[config.mk]
export PLATFORM = sky130hd
export DESIGN_NAME = pwu_walker_arbiter_flat
export DESIGN_NICKNAME = d
export VERILOG_FILES = /design/src/rtl/pwu_walker_arbiter_if.sv /design/src/rtl/pwu_walker_arbiter.sv /design/src/flat_wrapper.sv
export SDC_FILE = /design/constraint.sdc
export NUM_CORES = 1
export LEC_CHECK = 0
export BUFFER_PORTS_ARGS = -buffer_cell sky130_fd_sc_hd__buf_2
export CELL_PAD_IN_SITES_DETAIL_PLACEMENT = 1
export CELL_PAD_IN_SITES_GLOBAL_PLACEMENT = 1
export CORE_AREA = 3 3 282 284
export CTS_CLUSTER_DIAMETER = 120
export DETAILED_ROUTE_END_ITERATION = 7
export DIE_AREA = 0 0 285 287
export PLACE_DENSITY_LB_ADDON = 0.1
export SLEW_MARGIN = 10
export SYNTH_ARGS = -nofsm -noshare
export SYNTH_HDL_FRONTEND = slang
export SYNTH_SLANG_ARGS = --single-unit
export TNS_END_PERCENT = 10
[constraint.sdc]
create_clock -name clk_i -period 11.1 [get_ports clk_i]
set_input_delay 2.22 -clock clk_i [delete_from_list [all_inputs] [get_ports clk_i]]
set_output_delay 2.22 -clock clk_i [all_outputs]
set_load 0.01 [all_outputs]
[src/rtl/pwu_walker_arbiter_if.sv]
// rtl/pwu_walker_arbiter_if.sv - request, result and walker-side signal bundle of the page-walk arbiter
interface pwu_walker_arbiter_if #(
  parameter int NUM_WALKERS = 4,
  parameter int VA_W        = 32,
  parameter int PA_W        = 32,
  parameter int L1_VA_W     = 28
);
  // request / result side
  logic                          flush_i;
  logic [VA_W-1:0]               va_i;
  logic                          va_vld_i;
  logic                          va_rdy_o;
  logic [PA_W-1:0]               pa_o;
  logic                          pa_fault_o;
  logic                          pa_vld_o;
  logic                          pa_rdy_i;
  // walker dispatch / result capture
  logic [VA_W-1:0]               wk_va_o;
  logic [NUM_WALKERS-1:0]        wk_va_vld_o;
  logic [NUM_WALKERS-1:0]        wk_rdy_i;
  logic [NUM_WALKERS-1:0]        wk_stall_i;
  logic [NUM_WALKERS*PA_W-1:0]   wk_pa_i;
  logic [NUM_WALKERS-1:0]        wk_pa_vld_i;
  logic [NUM_WALKERS-1:0]        wk_fault_i;
  logic [NUM_WALKERS-1:0]        wk_pa_rdy_o;
  // shared PW$ / L1 / checker ports
  logic [NUM_WALKERS*VA_W-1:0]    wk_pwc_va_i;
  logic [NUM_WALKERS-1:0]         wk_pwc_vld_i;
  logic [NUM_WALKERS*L1_VA_W-1:0] wk_l1_va_i;
  logic [NUM_WALKERS-1:0]         wk_l1_vld_i;
  logic [NUM_WALKERS*L1_VA_W-1:0] wk_ch_va_i;
  logic [NUM_WALKERS-1:0]         wk_ch_vld_i;
  logic [NUM_WALKERS-1:0]         wk_l1_cancel_i;
  logic [VA_W-1:0]                pw_c_va_o;
  logic                           pw_c_vld_o;
  logic [L1_VA_W-1:0]             l1_va_o;
  logic                           l1_va_vld_o;
  logic [L1_VA_W-1:0]             ch_va_o;
  logic                           ch_va_vld_o;
  logic                           l1_cancel_o;
  // status
  logic                           busy_o;
  logic                           err_o;

  modport master (
    output flush_i, va_i, va_vld_i, pa_rdy_i, wk_rdy_i, wk_stall_i, wk_pa_i, wk_pa_vld_i,
           wk_fault_i, wk_pwc_va_i, wk_pwc_vld_i, wk_l1_va_i, wk_l1_vld_i, wk_ch_va_i,
           wk_ch_vld_i, wk_l1_cancel_i,
    input  va_rdy_o, pa_o, pa_fault_o, pa_vld_o, wk_va_o, wk_va_vld_o, wk_pa_rdy_o,
           pw_c_va_o, pw_c_vld_o, l1_va_o, l1_va_vld_o, ch_va_o, ch_va_vld_o, l1_cancel_o,
           busy_o, err_o
  );

  modport slave (
    input  flush_i, va_i, va_vld_i, pa_rdy_i, wk_rdy_i, wk_stall_i, wk_pa_i, wk_pa_vld_i,
           wk_fault_i, wk_pwc_va_i, wk_pwc_vld_i, wk_l1_va_i, wk_l1_vld_i, wk_ch_va_i,
           wk_ch_vld_i, wk_l1_cancel_i,
    output va_rdy_o, pa_o, pa_fault_o, pa_vld_o, wk_va_o, wk_va_vld_o, wk_pa_rdy_o,
           pw_c_va_o, pw_c_vld_o, l1_va_o, l1_va_vld_o, ch_va_o, ch_va_vld_o, l1_cancel_o,
           busy_o, err_o
  );
endinterface

[src/rtl/pwu_walker_arbiter.sv]
// rtl/pwu_walker_arbiter.sv - round-robin walker dispatch, shared-port tag pipe and in-order result FIFO
module pwu_walker_arbiter #(
  parameter int NUM_WALKERS  = 4,
  parameter int VA_W         = 32,
  parameter int PA_W         = 32,
  parameter int L1_VA_W      = 28,
  parameter int PWC_STAGE    = 0,
  parameter int L1_STAGE     = 2,
  parameter int CANCEL_STAGE = 3,
  parameter int OUT_STAGE    = 5,
  parameter int RES_DEPTH    = 4
) (
  input  logic               clk_i,
  input  logic               rst_i,
  pwu_walker_arbiter_if.slave bus
);
  localparam int SEL_W = $clog2(NUM_WALKERS);
  localparam int CNT_W = $clog2(RES_DEPTH + 1);
  localparam int PTR_W = (RES_DEPTH > 1) ? $clog2(RES_DEPTH) : 1;
  localparam logic [CNT_W-1:0]       DEPTH_C = CNT_W'(RES_DEPTH);
  localparam logic [NUM_WALKERS-1:0] ONE_W   = NUM_WALKERS'(1);

  logic [SEL_W-1:0]   sel;
  logic [OUT_STAGE:0] tag_v;
  logic [SEL_W-1:0]   tag_sel [OUT_STAGE+1];
  logic [CNT_W-1:0]   cnt;
  logic [CNT_W-1:0]   fifo_cnt;
  logic [PTR_W-1:0]   wr_ptr;
  logic [PTR_W-1:0]   rd_ptr;
  logic [PA_W-1:0]    fifo_pa [RES_DEPTH];
  logic [RES_DEPTH-1:0] fifo_fault;
  logic               err_q;

  logic               run;
  logic               stall;
  logic               va_rdy;
  logic               accept;
  logic               capture;
  logic               cap_vld;
  logic               pop;
  logic               pa_vld;
  logic [SEL_W-1:0]   cap_w;

  // per-walker views of the flattened buses
  logic [PA_W-1:0]    wk_pa     [NUM_WALKERS];
  logic [VA_W-1:0]    wk_pwc_va [NUM_WALKERS];
  logic [L1_VA_W-1:0] wk_l1_va  [NUM_WALKERS];
  logic [L1_VA_W-1:0] wk_ch_va  [NUM_WALKERS];

  for (genvar g = 0; g < NUM_WALKERS; g++) begin : g_unpack
    assign wk_pa[g]     = bus.wk_pa_i[g*PA_W +: PA_W];
    assign wk_pwc_va[g] = bus.wk_pwc_va_i[g*VA_W +: VA_W];
    assign wk_l1_va[g]  = bus.wk_l1_va_i[g*L1_VA_W +: L1_VA_W];
    assign wk_ch_va[g]  = bus.wk_ch_va_i[g*L1_VA_W +: L1_VA_W];
  end

  function automatic logic [PTR_W-1:0] ptr_inc(input logic [PTR_W-1:0] p);
    return (p == PTR_W'(RES_DEPTH - 1)) ? '0 : p + 1'b1;
  endfunction

  // any walker stalling freezes the whole tag pipe and blocks new dispatch
  assign stall   = |bus.wk_stall_i;
  assign va_rdy  = bus.wk_rdy_i[sel] & ~stall & (cnt < DEPTH_C) & ~bus.flush_i;
  assign accept  = bus.va_vld_i & va_rdy;
  assign cap_w   = tag_sel[OUT_STAGE];
  assign capture = ~stall & tag_v[OUT_STAGE] & ~bus.flush_i;
  assign cap_vld = bus.wk_pa_vld_i[cap_w];
  assign pa_vld  = (fifo_cnt != '0);
  assign pop     = pa_vld & bus.pa_rdy_i;

  // combinational outputs are forced low while reset is asserted
  assign run             = ~rst_i;
  assign bus.va_rdy_o    = run & va_rdy;
  assign bus.wk_va_o     = run ? bus.va_i : '0;
  assign bus.wk_va_vld_o = (run && accept) ? (ONE_W << sel) : '0;
  assign bus.wk_pa_rdy_o = (run && capture) ? (ONE_W << cap_w) : '0;

  assign bus.pw_c_va_o   = run ? wk_pwc_va[tag_sel[PWC_STAGE]] : '0;
  assign bus.pw_c_vld_o  = run & tag_v[PWC_STAGE] & bus.wk_pwc_vld_i[tag_sel[PWC_STAGE]];
  assign bus.l1_va_o     = run ? wk_l1_va[tag_sel[L1_STAGE]] : '0;
  assign bus.l1_va_vld_o = run & tag_v[L1_STAGE] & bus.wk_l1_vld_i[tag_sel[L1_STAGE]];
  assign bus.ch_va_o     = run ? wk_ch_va[tag_sel[L1_STAGE]] : '0;
  assign bus.ch_va_vld_o = run & tag_v[L1_STAGE] & bus.wk_ch_vld_i[tag_sel[L1_STAGE]];
  assign bus.l1_cancel_o = run & tag_v[CANCEL_STAGE] & bus.wk_l1_cancel_i[tag_sel[CANCEL_STAGE]];

  assign bus.pa_vld_o    = pa_vld;
  assign bus.pa_o        = fifo_pa[rd_ptr];
  assign bus.pa_fault_o  = fifo_fault[rd_ptr];
  assign bus.busy_o      = (cnt != '0);
  assign bus.err_o       = err_q;

  // round-robin pointer and walker-tag pipe; the pipe only moves when no walker stalls
  always_ff @(posedge clk_i or posedge rst_i) begin
    if (rst_i) begin
      sel   <= '0;
      tag_v <= '0;
      for (int i = 0; i <= OUT_STAGE; i++) tag_sel[i] <= '0;
    end else if (bus.flush_i) begin
      sel   <= '0;
      tag_v <= '0;
    end else begin
      if (accept) sel <= sel + 1'b1;
      if (!stall) begin
        tag_v      <= {tag_v[OUT_STAGE-1:0], accept};
        tag_sel[0] <= sel;
        for (int i = 1; i <= OUT_STAGE; i++) tag_sel[i] <= tag_sel[i-1];
      end
    end
  end

  // result FIFO; a missing walker result is stored as a faulting zero PA
  always_ff @(posedge clk_i or posedge rst_i) begin
    if (rst_i) begin
      wr_ptr     <= '0;
      rd_ptr     <= '0;
      fifo_cnt   <= '0;
      fifo_fault <= '0;
      for (int i = 0; i < RES_DEPTH; i++) fifo_pa[i] <= '0;
    end else if (bus.flush_i) begin
      wr_ptr   <= '0;
      rd_ptr   <= '0;
      fifo_cnt <= '0;
    end else begin
      if (capture) begin
        fifo_pa[wr_ptr]    <= cap_vld ? wk_pa[cap_w] : '0;
        fifo_fault[wr_ptr] <= cap_vld ? bus.wk_fault_i[cap_w] : 1'b1;
        wr_ptr             <= ptr_inc(wr_ptr);
      end
      if (pop) rd_ptr <= ptr_inc(rd_ptr);
      case ({capture, pop})
        2'b10:   fifo_cnt <= fifo_cnt + 1'b1;
        2'b01:   fifo_cnt <= fifo_cnt - 1'b1;
        default: fifo_cnt <= fifo_cnt;
      endcase
    end
  end

  // outstanding-translation credits bound the FIFO so it can never overflow
  always_ff @(posedge clk_i or posedge rst_i) begin
    if (rst_i) begin
      cnt <= '0;
    end else if (bus.flush_i) begin
      cnt <= '0;
    end else begin
      case ({accept, pop})
        2'b10:   cnt <= cnt + 1'b1;
        2'b01:   cnt <= cnt - 1'b1;
        default: cnt <= cnt;
      endcase
    end
  end

  // sticky protocol error, survives flush
  always_ff @(posedge clk_i or posedge rst_i) begin
    if (rst_i) begin
      err_q <= 1'b0;
    end else if (capture && !cap_vld) begin
      err_q <= 1'b1;
    end
  end
endmodule

[src/flat_wrapper.sv]
// flat-port wrapper written by rule: the top's interface ports become plain ports
module pwu_walker_arbiter_flat 
#(
  parameter int NUM_WALKERS  = 4,
  parameter int VA_W         = 32,
  parameter int PA_W         = 32,
  parameter int L1_VA_W      = 28,
  parameter int PWC_STAGE    = 0,
  parameter int L1_STAGE     = 2,
  parameter int CANCEL_STAGE = 3,
  parameter int OUT_STAGE    = 5,
  parameter int RES_DEPTH    = 4
)
  (clk_i, rst_i, bus_flush_i, bus_va_i, bus_va_vld_i, bus_pa_rdy_i, bus_wk_rdy_i, bus_wk_stall_i, bus_wk_pa_i, bus_wk_pa_vld_i, bus_wk_fault_i, bus_wk_pwc_va_i, bus_wk_pwc_vld_i, bus_wk_l1_va_i, bus_wk_l1_vld_i, bus_wk_ch_va_i, bus_wk_ch_vld_i, bus_wk_l1_cancel_i, bus_va_rdy_o, bus_pa_o, bus_pa_fault_o, bus_pa_vld_o, bus_wk_va_o, bus_wk_va_vld_o, bus_wk_pa_rdy_o, bus_pw_c_va_o, bus_pw_c_vld_o, bus_l1_va_o, bus_l1_va_vld_o, bus_ch_va_o, bus_ch_va_vld_o, bus_l1_cancel_o, bus_busy_o, bus_err_o);
  pwu_walker_arbiter_if #(.NUM_WALKERS(NUM_WALKERS), .VA_W(VA_W), .PA_W(PA_W), .L1_VA_W(L1_VA_W)) bus_i ();
  input  logic clk_i;
  input  logic rst_i;
  input wire logic [$bits(bus_i.flush_i)-1:0] bus_flush_i;
  input wire logic [$bits(bus_i.va_i)-1:0] bus_va_i;
  input wire logic [$bits(bus_i.va_vld_i)-1:0] bus_va_vld_i;
  input wire logic [$bits(bus_i.pa_rdy_i)-1:0] bus_pa_rdy_i;
  input wire logic [$bits(bus_i.wk_rdy_i)-1:0] bus_wk_rdy_i;
  input wire logic [$bits(bus_i.wk_stall_i)-1:0] bus_wk_stall_i;
  input wire logic [$bits(bus_i.wk_pa_i)-1:0] bus_wk_pa_i;
  input wire logic [$bits(bus_i.wk_pa_vld_i)-1:0] bus_wk_pa_vld_i;
  input wire logic [$bits(bus_i.wk_fault_i)-1:0] bus_wk_fault_i;
  input wire logic [$bits(bus_i.wk_pwc_va_i)-1:0] bus_wk_pwc_va_i;
  input wire logic [$bits(bus_i.wk_pwc_vld_i)-1:0] bus_wk_pwc_vld_i;
  input wire logic [$bits(bus_i.wk_l1_va_i)-1:0] bus_wk_l1_va_i;
  input wire logic [$bits(bus_i.wk_l1_vld_i)-1:0] bus_wk_l1_vld_i;
  input wire logic [$bits(bus_i.wk_ch_va_i)-1:0] bus_wk_ch_va_i;
  input wire logic [$bits(bus_i.wk_ch_vld_i)-1:0] bus_wk_ch_vld_i;
  input wire logic [$bits(bus_i.wk_l1_cancel_i)-1:0] bus_wk_l1_cancel_i;
  output wire logic [$bits(bus_i.va_rdy_o)-1:0] bus_va_rdy_o;
  output wire logic [$bits(bus_i.pa_o)-1:0] bus_pa_o;
  output wire logic [$bits(bus_i.pa_fault_o)-1:0] bus_pa_fault_o;
  output wire logic [$bits(bus_i.pa_vld_o)-1:0] bus_pa_vld_o;
  output wire logic [$bits(bus_i.wk_va_o)-1:0] bus_wk_va_o;
  output wire logic [$bits(bus_i.wk_va_vld_o)-1:0] bus_wk_va_vld_o;
  output wire logic [$bits(bus_i.wk_pa_rdy_o)-1:0] bus_wk_pa_rdy_o;
  output wire logic [$bits(bus_i.pw_c_va_o)-1:0] bus_pw_c_va_o;
  output wire logic [$bits(bus_i.pw_c_vld_o)-1:0] bus_pw_c_vld_o;
  output wire logic [$bits(bus_i.l1_va_o)-1:0] bus_l1_va_o;
  output wire logic [$bits(bus_i.l1_va_vld_o)-1:0] bus_l1_va_vld_o;
  output wire logic [$bits(bus_i.ch_va_o)-1:0] bus_ch_va_o;
  output wire logic [$bits(bus_i.ch_va_vld_o)-1:0] bus_ch_va_vld_o;
  output wire logic [$bits(bus_i.l1_cancel_o)-1:0] bus_l1_cancel_o;
  output wire logic [$bits(bus_i.busy_o)-1:0] bus_busy_o;
  output wire logic [$bits(bus_i.err_o)-1:0] bus_err_o;
  assign bus_i.flush_i = bus_flush_i;
  assign bus_i.va_i = bus_va_i;
  assign bus_i.va_vld_i = bus_va_vld_i;
  assign bus_i.pa_rdy_i = bus_pa_rdy_i;
  assign bus_i.wk_rdy_i = bus_wk_rdy_i;
  assign bus_i.wk_stall_i = bus_wk_stall_i;
  assign bus_i.wk_pa_i = bus_wk_pa_i;
  assign bus_i.wk_pa_vld_i = bus_wk_pa_vld_i;
  assign bus_i.wk_fault_i = bus_wk_fault_i;
  assign bus_i.wk_pwc_va_i = bus_wk_pwc_va_i;
  assign bus_i.wk_pwc_vld_i = bus_wk_pwc_vld_i;
  assign bus_i.wk_l1_va_i = bus_wk_l1_va_i;
  assign bus_i.wk_l1_vld_i = bus_wk_l1_vld_i;
  assign bus_i.wk_ch_va_i = bus_wk_ch_va_i;
  assign bus_i.wk_ch_vld_i = bus_wk_ch_vld_i;
  assign bus_i.wk_l1_cancel_i = bus_wk_l1_cancel_i;
  assign bus_va_rdy_o = bus_i.va_rdy_o;
  assign bus_pa_o = bus_i.pa_o;
  assign bus_pa_fault_o = bus_i.pa_fault_o;
  assign bus_pa_vld_o = bus_i.pa_vld_o;
  assign bus_wk_va_o = bus_i.wk_va_o;
  assign bus_wk_va_vld_o = bus_i.wk_va_vld_o;
  assign bus_wk_pa_rdy_o = bus_i.wk_pa_rdy_o;
  assign bus_pw_c_va_o = bus_i.pw_c_va_o;
  assign bus_pw_c_vld_o = bus_i.pw_c_vld_o;
  assign bus_l1_va_o = bus_i.l1_va_o;
  assign bus_l1_va_vld_o = bus_i.l1_va_vld_o;
  assign bus_ch_va_o = bus_i.ch_va_o;
  assign bus_ch_va_vld_o = bus_i.ch_va_vld_o;
  assign bus_l1_cancel_o = bus_i.l1_cancel_o;
  assign bus_busy_o = bus_i.busy_o;
  assign bus_err_o = bus_i.err_o;
  pwu_walker_arbiter #(.NUM_WALKERS(NUM_WALKERS), .VA_W(VA_W), .PA_W(PA_W), .L1_VA_W(L1_VA_W), .PWC_STAGE(PWC_STAGE), .L1_STAGE(L1_STAGE), .CANCEL_STAGE(CANCEL_STAGE), .OUT_STAGE(OUT_STAGE), .RES_DEPTH(RES_DEPTH)) u_core (.clk_i(clk_i), .rst_i(rst_i), .bus(bus_i));
endmodule
* Yosys cells after proc, flatten, opt, wreduce, memory -nomap -nowiden
Index checks and enable logic that the tools add are counted.
Word-level totals: register bits 163, bits of input ports 549, output and inout bits 169, word-level logic and storage cells 147
Cells by class: add/sub/neg operators 7, $lt $le $gt $ge 15, equality and inequality tests 7, shifts and indexed selects 2, muxes and demuxes 59, bitwise gates (word level) 23, reductions and logical operators 16
Operators with widths (count):
- $mux W32 | 10
- $bmux W32 S2 | 3
- $mux W28 | 6
- $bwmux W128 | 1
- $bmux W28 S2 | 2
- $demux W32 S2 | 1
- $lt A2 B3 Y1 const B | 7
- $bmux W1 S2 | 8
- $mux W2 | 8
- $and A1 B1 Y1 | 15
- $ge A3 B3 Y1 const B | 5
- $not A2 Y3 | 5
- $mux W6 | 2
- $pmux W3 S2 | 2
- $reduce_bool A3 Y1 | 4
- $mux W1 | 10
- $eq A2 B2 Y1 const B | 4
- $mux W4 | 2
- $shl A1 B2 Y4 const A | 2
- $add A2 B1 Y2 const B | 3
- $add A3 B1 Y3 const B | 2
- $mux W3 | 2
- $reduce_bool A2 Y1 | 3
- $sub A3 B1 Y3 const B | 2
- 12 further kinds | 20

* Depth between registers and ports, before layout
Gate-level depths: netlist (run 1).
depth in word-level cells 9, mapped depth 9, depth with buffers taken out 7

* Least setup slack after synthesis (run 1)
Ideal clock, no wire load.
path kind input port to output port, start point input port rst_i, end point output port bus_l1_cancel_o, data arrival time 8.128 ns, data required time 8.880 ns, slack 0.752 ns, stages 4, path buffers 2, cells stage by stage inv_1 -> clkbuf_1 -> clkbuf_1 -> o2111a_1
Between the ends: word-level cells in the longest chain between the ends 3
Ends and longest elaborated chain:
- from (decl) | RTL line flat_wrapper.sv:17 | input logic rst_i;
- $not A1 Y1 | RTL line pwu_walker_arbiter.sv:72 | assign run = ~rst_i;
- $and A1 B1 Y1 (2 in a row) | RTL line pwu_walker_arbiter.sv:84 | assign bus.l1_cancel_o = run & tag_v[CANCEL_STAGE] & bus.wk_l1_cancel_i[tag_sel[CANCEL_STAGE]];
- to (decl) | RTL line flat_wrapper.sv:47 | output wire logic [$bits(bus_i.l1_cancel_o)-1:0] bus_l1_cancel_o;
Every way passes these cells.

* Final worst setup path (run 1)
start point input port rst_i, end point output port bus_pw_c_vld_o
Between the ends: word-level cells in the longest chain between the ends 3
Ends and longest elaborated chain:
- $not A1 Y1 | RTL line pwu_walker_arbiter.sv:72
- $and A1 B1 Y1 (2 in a row) | RTL line pwu_walker_arbiter.sv:79 | assign bus.pw_c_vld_o = run & tag_v[PWC_STAGE] & bus.wk_pwc_vld_i[tag_sel[PWC_STAGE]];
- to (decl) | RTL line flat_wrapper.sv:42 | output wire logic [$bits(bus_i.pw_c_vld_o)-1:0] bus_pw_c_vld_o;
Every way passes these cells.

==> flow_summary.ini, run 1 <==
[run_status]
outcome = finished clean

[layout]
finalCoreUtilization_pct = 21.08
area_growth_pct = 47.70
layout-drive-gt1-share_pct = 58.93
layout.nets = 2173

[grt]
antenna_found_initial = 53
grtUsageMet2_pct = 28.92
grt-ovfl-total = 0
busiest_layer = met2
grt_pass1_wl_um = 93390
grt_pass1_vias = 11449
grt_use_total_pct = 16.28
grt_start_max_net_pins = 114
gr-usage-met3_pct = 3.862
met1_usage_pct = 19.37

[worst_setup_path]
critical_path_class = in -> out
end_kind = output port
crit_fanout = 113
worstSetupStartpointType = input port
cp_data_required_time_ns = 8.88
crit_arrival_ns = 4.47
regToRegStartpoint = u_core.cap_w[0]
reg2regPathDepth = 3
rrSetupSlack_ns = 8.54
timing.rr.end = u_core.fifo_fault[3]

[yosys]
synthTopCellsByCount = nand2_1, dfrtp_1, mux4_2
netlist_instances = 953
synth-main-ff-cell = dfrtp_1
ys_async_sr_fraction_pct = 100.0
synth.area.top_cells = dfrtp_1, mux4_2, nand2_1
synth_edf_count = 0
synth_top_cell_area_share_pct = 36.95
synth_area_leader_cell = dfrtp_1
synth.avg_cell_area_um2 = 11.58
synth_fp_nets = 1513
synth_seq_cells = 163
synth_cell_type_count = 40
seq_area_frac_synth_pct = 36.95
yosysMostFrequentCell = nand2_1
synth_area_um2 = 11040
ys_warn_count = 0

[die]
core_um2 = 77340
fp-row-count = 102
die_x_um = 285
dieArea_um2 = 81800
num_io_pins = 718
die_h_um = 287
initial_core_util_pct = 14.27

[clocking]
post_cts_buffers = 0
hold_buffers = 0
clkSinkCount = 163
numCtsBuffers = 17
cts_htree_levels = 4
clk_latency_ns = 0.45
cts_tree = built
clk_pin_slew_worst_paths_ns = 0.06
cts_resized = 0
clockBufferDepth = 2
clockRootBuffer = clkbuf_16

[pwr]
leakage_nw = 7.493
power_switching_mw = 0.4017
power_frac_clock_pct = 41.3
power.total_mw = 1.469
powerDensity_nw_per_um2 = 90.10
power_frac_seq_pct = 40.5
power_frac_comb_pct = 18.1
p_sw_share_pct = 27.34
ir_drop_uv = 90.79
cellInternalPower_mw = 1.067

[worst_hold_path]
whs_endpoint = u_core.fifo_pa[94]
min_path_type = reg -> reg
hold_depth = 2
hold_start = u_core.fifo_pa[94]

[timing]
tns_ns = 0
tightest_slew_ns = 1.028
slew_violations = 0
final.setup_skew_ns = 0.01372
slew_headroom_pct = 31.44
hold_violations = 0
grt_setup_unrepaired = false
max_freq_mhz = 149.4
finalCritPeriodShare_pct = 60.31
min_period_ns = 6.694
setup_viol = 0

[route]
wire_per_inst_um = 25.59
drtAntennaViolNets = 0
drt_wl_total_um = 68680
drtPass1Iterations = 4
dr_total_vias = 10774
drc = 0
drt_iter0_markers = 333
vias_per_cell = 4.014

[job]
cap_violations = 0

[placed_design]
gp_congestion = 0.9483
dpl.hpwl_um = 56670
port_buffers = 717
[placed cells by master (no fill, tap or decap), types with 5 or more instances in the layout]
cell and n:
nor2b_1 37, inv_1 5, dfrtp_2 5, buf_2 717, clkbuf_16 17, ha_1 9, diode_2 20, dfrtp_1 156
nand2_1 176, mux2i_1 5, nor2_1 8, and3_1 5, mux2_2 21, mux4_2 158, o21ai_0 131, a21oi_1 10
buf_4 16, and2_1 93
[layer usage]
layer  wire (um)  part of all wire (%)
met1       27380                    40
met2       35040                    51
met3        4579                   6.7
met4        1647                   2.4
met5          32                 0.047
[metrics by stage]
step | area [um^2] | std cells | worst slack (ns) | hold WS, ns
finish | 16310 | 2684 | 4.406 | 0.4757
CTS | 16260 | 2664 | 4.300 | 0.4804
floorplan | 11040 | 953 | 0.7518 | 0.4446
global route | 16270 | 2671 | 4.095 | 0.5065
global placement | 15690 | 2634 | 4.364 | 0.4569
detailed placement | 15690 | 2634 | 4.310 | 0.4653
[worst max path at each step]
stage / start / cells past startpoint / to
2_1_floorplan: rst_i / 4 / bus_l1_cancel_o
3_3_place_gp: rst_i / 6 / bus_pw_c_vld_o
3_5_place_dp: rst_i / 6 / bus_pw_c_vld_o
4_1_cts: rst_i / 6 / bus_pw_c_vld_o
5_1_grt: rst_i / 6 / bus_pw_c_vld_o
6_report: rst_i / 6 / bus_pw_c_vld_o
[flip-flops by register name, summed over array words and instances (netlist names)]
register,flops
u_core.tag_sel,10
u_core.rd_ptr,2
u_core.fifo_pa,128
u_core.tag_v,6
u_core.fifo_cnt,3
u_core.fifo_fault,4
u_core.cap_w,2
u_core.sel,2
u_core.cnt,3
u_core.bus.err_o,1
u_core.wr_ptr,2
[worst max-delay path, cell delays in order]
cell      delay (ns)
buf_2           0.10
buf_4           0.26
inv_8           0.55
buf_4           0.73
o2111a_1        0.29
buf_2           0.14
[power by group through the flow]
stage | clock (mW) | sequential (mW) | combinational (mW)
2_1_floorplan | 0 | 0.606 | 0.100
3_5_place_dp | 0 | 0.607 | 0.271
5_1_grt | 0.658 | 0.595 | 0.287
4_1_cts | 0.635 | 0.595 | 0.271
3_3_place_gp | 0 | 0.607 | 0.268
6_report | 0.607 | 0.596 | 0.267
[area by class of cell]
type	instances	area, um^2
Tap cell	1040	1301
Sequential cell	163	4093
Multi-Input combinational cell	692	6554
Fill cell	9111	61030
Clock inverter	11	126.4
Inverter	6	30.03
Antenna cell	20	50.05
Timing Repair Buffer	733	3709
Clock buffer	19	442.9
[cell families (layout without fill, tap and decap cells)]
group / Yosys count / count (layout) / synth area share [%]
and+or+nand+nor: 346 / 346 / 15.97
AOI/OAI and AO/OA: 150 / 150 / 7.061
xor gates and xnor gates: 1 / 1 / 0.07935
adders and majority gates: 11 / 11 / 1.383
DFF: 163 / 163 / 36.95
other: 0 / 20 / 0
muxes: 184 / 184 / 34.83
buffers and inverters: 98 / 769 / 3.729
No activity file was read; power rests on OpenSTA's default activity.
==> inputs of run 2 (changes only) <==
--- a/config.mk
+++ b/config.mk
@@ -5,13 +5,14 @@
 export SDC_FILE = /design/constraint.sdc
 export NUM_CORES = 1
 export LEC_CHECK = 0
+export ABC_AREA = 1
 export BUFFER_PORTS_ARGS = -buffer_cell sky130_fd_sc_hd__buf_2
 export CELL_PAD_IN_SITES_DETAIL_PLACEMENT = 1
 export CELL_PAD_IN_SITES_GLOBAL_PLACEMENT = 1
-export CORE_AREA = 3 3 282 284
+export CORE_AREA = 3 3 276 278
 export CTS_CLUSTER_DIAMETER = 120
 export DETAILED_ROUTE_END_ITERATION = 7
-export DIE_AREA = 0 0 285 287
+export DIE_AREA = 0 0 279 281
 export PLACE_DENSITY_LB_ADDON = 0.1
 export SLEW_MARGIN = 10
 export SYNTH_ARGS = -nofsm -noshare
==> constraint.sdc (replaced) <==
create_clock -name clk_i -period 6.05 [get_ports clk_i]
set_input_delay 1.21 -clock clk_i [delete_from_list [all_inputs] [get_ports clk_i]]
set_output_delay 1.21 -clock clk_i [all_outputs]
set_load 0.01 [all_outputs]
==> run 2 against run 1 <==
Total power grew to 3.0 times the previous value. Via count is 44% higher. Non-clock buffer count is 5 higher. Clock-buffer cell count is 2 lower. Worst hold slack hardly changed. Register-to-register slack worse by 5.5 ns. Critical path type unchanged. Largest power group is now combinational logic.
==> flow_summary.ini, run 2 <==
[run_status]
outcome = finished clean

[die]
dieArea_um2 = 78400
initial_core_util_pct = 16.09
core_um2 = 74200
num_io_pins = 718
die_x_um = 279
die_h_um = 281
fp-row-count = 100

[yosys]
synthTopCellsByCount = nand2_1, nor2_1, o21ai_0
synth_cell_type_count = 33
netlist_instances = 1951
synth-main-ff-cell = dfrtp_1
synth_seq_cells = 163
synth_area_um2 = 11940
synth_top_cell_area_share_pct = 34.16
synth.area.top_cells = dfrtp_1, nand2_1, nor2_1
ys_warn_count = 0
yosysMostFrequentCell = nand2_1
synth.avg_cell_area_um2 = 6.121
synth_fp_nets = 2511
synth_edf_count = 0
synth_area_leader_cell = dfrtp_1
seq_area_frac_synth_pct = 34.16
ys_async_sr_fraction_pct = 100.0

[grt]
grt_pass1_vias = 16259
grt_use_total_pct = 20.34
antenna_found_initial = 38
grt_pass1_wl_um = 117300
grt-ovfl-total = 0
grt_start_max_net_pins = 122

[route]
highest_layer = met5
vias_per_cell = 4.376
drtAntennaViolNets = 0
wire_per_inst_um = 23.55
wl_met2_um = 41330
drt_iter0_markers = 845
dr_total_vias = 15565
drc = 0
drt_wl_total_um = 83770
drt-met1-wl_um = 35060
drtPass1Iterations = 5
dr_wl_met3_um = 5364

[clocking]
post_cts_buffers = 0
cts_htree_levels = 4
cts_resized = 0
clkSinkCount = 163
clockRootBuffer = clkbuf_16
clk_pin_slew_worst_paths_ns = 0.06
numCtsBuffers = 17
cts_tree = built
hold_buffers = 0
clk_latency_ns = 0.44
clockBufferDepth = 2

[worst_setup_path]
cp_common_cell = buf_2
end_kind = output port
worstSetupStartpointType = input port
cp_slowest_cell = nand3_2
regToRegStartpoint = u_core.cap_w[0]
worstPathCellList = buf_2, inv_1, nand3_2, inv_2, nand2_4, inv_4, nand2_1, nor3_1, buf_2
critical_path_class = in -> out
rrSetupSlack_ns = 3.02
crit_arrival_ns = 3.35
cp_data_required_time_ns = 4.84
cp_slowest_stage_delay_ns = 0.47
timing.rr.end = u_core.fifo_pa[63]
reg2regPathDepth = 9
crit_fanout = 24

[layout]
layout_commonest_cell = buf_2
area_growth_pct = 41.81
top_regs = u_core.fifo_pa: 128 flops, u_core.tag_sel: 10 flops, u_core.tag_v: 6 flops
layout.nets = 3124
layout-drive-gt1-share_pct = 32.25
largest_register = u_core.fifo_pa
largest_register_ffs = 128
most-common-layout-cells = buf_2, nand2_1, nor2_1

[worst_hold_path]
hold_depth = 2
min_path_type = reg -> reg
hold_start = u_core.fifo_pa[88]
whs_endpoint = u_core.fifo_pa[88]

[timing]
slew_violations = 0
fin_worst_hold_slack_ns = 0.4757
hold_violations = 0
setup_viol = 0
slew_headroom_pct = 24.67
grt_setup_unrepaired = false
final.setup_skew_ns = 0.009410
min_period_ns = 4.564
max_freq_mhz = 219.1
finalCritPeriodShare_pct = 75.43
tns_ns = 0
tightest_slew_ns = 1.129

[pwr]
leakage_nw = 9.179
powerDensity_nw_per_um2 = 259.4
ir_drop_uv = 133.3

[placed_design]
dpl.hpwl_um = 63980
port_buffers = 717
gp_congestion = 1.012

[job]
cap_violations = 0
-- run 2: layout make-up --
class                   count  area, um^2
fillers                  9486       57260
multi-input cells        1565        6943
repair buffers            738        3774
inverters                  79       306.5
clock buffers              17       425.4
well taps                 969        1212
flip-flops and latches    163        4088
clock inverters            15       157.7
diodes                     11       27.53
-- run 2: worst max-delay path: cells and delay by family --
kind	cells	cell delay, ns
simple gates	4	1.10
buf+inv	5	1.03
-- run 2: how the worst max path moves through the flow --
stage / start / end / cells after the start
3_3_place_gp: bus_flush_i / bus_wk_pa_rdy_o[1] / 9
3_5_place_dp: bus_flush_i / bus_wk_pa_rdy_o[1] / 9
4_1_cts: bus_flush_i / bus_wk_pa_rdy_o[1] / 9
6_report: bus_flush_i / bus_wk_pa_rdy_o[1] / 9
5_1_grt: bus_flush_i / bus_wk_pa_rdy_o[1] / 9
2_1_floorplan: rst_i / bus_wk_pa_rdy_o[0] / 3
-- run 2: logic make-up (layout without fill, tap and decap cells) --
kind of cell / count (synthesis) / after routing / synth area share [%]
buffers and inverters: 223 / 849 / 7.701
other: 0 / 11 / 0
AOI/OAI and AO/OA: 469 / 469 / 21.46
DFF: 163 / 163 / 34.16
adders and majority gates: 11 / 11 / 1.278
xor gates and xnor gates: 3 / 3 / 0.2201
and+or+nand+nor: 1082 / 1082 / 35.18
-- run 2: power by group --
part / internal, mW / switching [mW] / total [mW]
logic: 0.663 / 1.43 / 2.09
clock network: 0.611 / 0.508 / 1.12
registers: 1.12 / 0.0580 / 1.18
total: 2.40 / 1.99 / 4.39
-- run 2: routing by layer --
metal	vias up	GRT usage [%]
met1	7490	25.10
met2	456	35.64
met4	20	5.266
met3	96	4.702
met5	-	0
li1	7503	-
-- run 2: per-stage QoR --
| step | setup WS (ns) | instances | cell area [um^2] | power, mW | util, % |
|---|---|---|---|---|---|
| after floorplan | 0.6869 | 1951 | 11950 | 2.357 | - |
| after global placement | 1.495 | 3514 | 16320 | 3.341 | 22.00 |
| after detailed placement | 1.414 | 3514 | 16320 | 3.343 | 22.00 |
| after CTS | 1.403 | 3546 | 16910 | 4.492 | 22.79 |
| after global routing | 1.179 | 3552 | 16920 | 4.722 | 22.81 |
| final | 1.486 | 3557 | 16930 | 4.393 | 22.82 |
==> inputs of run 3 (changes only) <==
--- a/config.mk
+++ b/config.mk
@@ -9,10 +9,10 @@
 export BUFFER_PORTS_ARGS = -buffer_cell sky130_fd_sc_hd__buf_2
 export CELL_PAD_IN_SITES_DETAIL_PLACEMENT = 1
 export CELL_PAD_IN_SITES_GLOBAL_PLACEMENT = 1
-export CORE_AREA = 3 3 276 278
+export CORE_AREA = 3 3 277 279
 export CTS_CLUSTER_DIAMETER = 120
 export DETAILED_ROUTE_END_ITERATION = 7
-export DIE_AREA = 0 0 279 281
+export DIE_AREA = 0 0 280 282
 export PLACE_DENSITY_LB_ADDON = 0.1
 export SLEW_MARGIN = 10
 export SYNTH_ARGS = -nofsm -noshare
==> constraint.sdc (replaced) <==
create_clock -name clk_i -period 4.6 [get_ports clk_i]
set_input_delay 0.92 -clock clk_i [delete_from_list [all_inputs] [get_ports clk_i]]
set_output_delay 0.92 -clock clk_i [all_outputs]
set_load 0.01 [all_outputs]
==> run 3 against run 2 <==
Die area up 0.72%. Critical endpoint is now bus_l1_va_o[5]. Routed wire length fell by 0.14%. Sequential share of layout area is 0.13 points lower. Clock-buffer cell count is 5 higher. Sequential power grew 35%. Final cell count grew 0.11%. Flip-flop and latch count is the same. First-iteration DRC count is 17% lower. Combinational power increased by 31%. Total power grew 34%. Clock skew is essentially flat. Worst setup slack got worse by 0.68 ns.
==> flow_summary.ini, run 3 (synthesized netlist as in run 2, its figures left out) <==
[run_status]
outcome = finished clean

[route]
drtPass1Iterations = 5
drc = 0
vias_per_cell = 4.384
dr_total_vias = 15613
drt_wl_total_um = 83650
drt_iter0_markers = 703
drtAntennaViolNets = 0
wire_per_inst_um = 23.49

[clocking]
cts_tree = built
numCtsBuffers = 17
clockBufferDepth = 2
hold_buffers = 0
clockRootBuffer = clkbuf_16
cts_htree_levels = 4
clk_latency_ns = 0.44
cts_resized = 0
post_cts_buffers = 0
clk_pin_slew_worst_paths_ns = 0.07
clkSinkCount = 163

[die]
core_um2 = 74450
initial_core_util_pct = 16.04
fp-row-count = 100
dieArea_um2 = 78960
die_h_um = 282
die_x_um = 280
num_io_pins = 718

[placed_design]
port_buffers = 717
gp_congestion = 0.8672
place_ws_ns = 0.9520
post_dp_cell_area_um2 = 16400
dpl.hpwl_um = 65120

[layout]
nFillCells = 9518
largest_register = u_core.fifo_pa
most-common-layout-cells = buf_2, nand2_1, nor2_1
layout.nets = 3132
layout_commonest_cell = buf_2
post-route-cell-area_um2 = 17020
layout-drive-gt1-share_pct = 32.26
finalCoreUtilization_pct = 22.87
largest_register_ffs = 128
area_growth_pct = 42.56
top_regs = u_core.fifo_pa: 128 flops, u_core.tag_sel: 10 flops, u_core.tag_v: 6 flops

[pwr]
leakage_nw = 9.244
powerDensity_nw_per_um2 = 344.6
ir_drop_uv = 217.3

[grt]
grtUsageMet2_pct = 35.73
grt_start_max_net_pins = 122
gr-usage-met3_pct = 4.231
met1_usage_pct = 23.14
antenna_found_initial = 28
busiest_layer = met2
grt_pass1_wl_um = 116400
grt_pass1_vias = 16252
grt-ovfl-total = 0
grt_use_total_pct = 20.04

[timing]
slew_headroom_pct = 37.43
setup_viol = 0
tightest_slew_ns = 0.9386
slew_violations = 0
max_freq_mhz = 263.4
tns_ns = 0
timing.final.ws_setup_ns = 0.8038
hold_violations = 0
final.setup_skew_ns = 0.008960
finalCritPeriodShare_pct = 82.53
min_period_ns = 3.796
grt_setup_unrepaired = false

[worst_setup_path]
crit_arrival_ns = 2.88
critical_path_class = reg -> out
crit_fanout = 64
end_kind = output port
cp_data_required_time_ns = 3.68
worstSetupStartpointType = flop
rrSetupSlack_ns = 2.03

[job]
cap_violations = 0

[worst_hold_path]
min_path_type = in -> async
-- run 3: cell types whose count changed in the layout (fill, tap and decap cells not counted) --
| cell | before | now |
|---|---|---|
| buf_12 | 2 | 3 |
| buf_4 | 20 | 27 |
| bufinv_16 | 2 | 4 |
| clkbuf_1 | 0 | 4 |
| clkbuf_8 | 0 | 1 |
| clkinv_2 | 4 | 5 |
| clkinv_4 | 3 | 1 |
| clkinvlp_4 | 5 | 2 |
| diode_2 | 11 | 7 |
| inv_1 | 65 | 66 |
| inv_2 | 9 | 8 |
| inv_6 | 3 | 0 |
-- run 3: worst paths after layout --
path / start / end / depth (start not counted)
setup / recovery: u_core.tag_sel[6] / bus_l1_va_o[5] / 6
setup reg to reg: u_core.cap_w[1] / u_core.fifo_pa[95] / 7
min in group clk_i: u_core.fifo_pa[80] / u_core.fifo_pa[80] / 2
hold / removal: rst_i / u_core.fifo_pa[124] / 2
hold reg to reg: u_core.fifo_pa[80] / u_core.fifo_pa[80] / 2
max in group asynchronous: rst_i / u_core.fifo_pa[108] / 3
-- run 3: area by class of cell --
type	instances	area [um^2]	area share, %
repair buffers	746	3846	22.59
well taps	969	1212	7.122
diodes	7	17.52	0.1029
inverters	79	306.5	1.801
clock inverters	10	156.4	0.9187
multi-input cells	1565	6943	40.78
flip-flops and latches	163	4088	24.01
clock buffers	22	454.2	2.668
-- run 3: metal layers --
layer  vias to the layer above  share of wire, %
met1                      7540                40
met2                       432                51
li1                       7507                 -
met3                       112               5.4
met5                         -              0.17
met4                        22               4.2
-- run 3: worst max-delay path: stages, from the launching register on --
cell and delay, ns:
dfrtp_4 0.82, buf_4 0.69, nor2_1 0.11, nor2_1 0.10, o21ai_0 0.26, a21oi_1 0.25, buf_2 0.17
-- run 3: through the flow --
stage | hold slack [ns] | instances | power, mW
3_3_place_gp | 0.4571 | 3522 | 4.404
3_5_place_dp | 0.4617 | 3522 | 4.410
6_report | 0.4778 | 3561 | 5.866
4_1_cts | 0.4793 | 3554 | 5.999
2_1_floorplan | 0.4422 | 1951 | 3.100
5_1_grt | 0.4851 | 3559 | 6.294
-- run 3: report_power, final --
part	switching [mW]	internal, mW	leakage (nW)
logic	1.84	0.889	6.69
registers	0.109	1.48	2.26
clock network	0.628	0.922	0.298
total	2.58	3.29	9.24
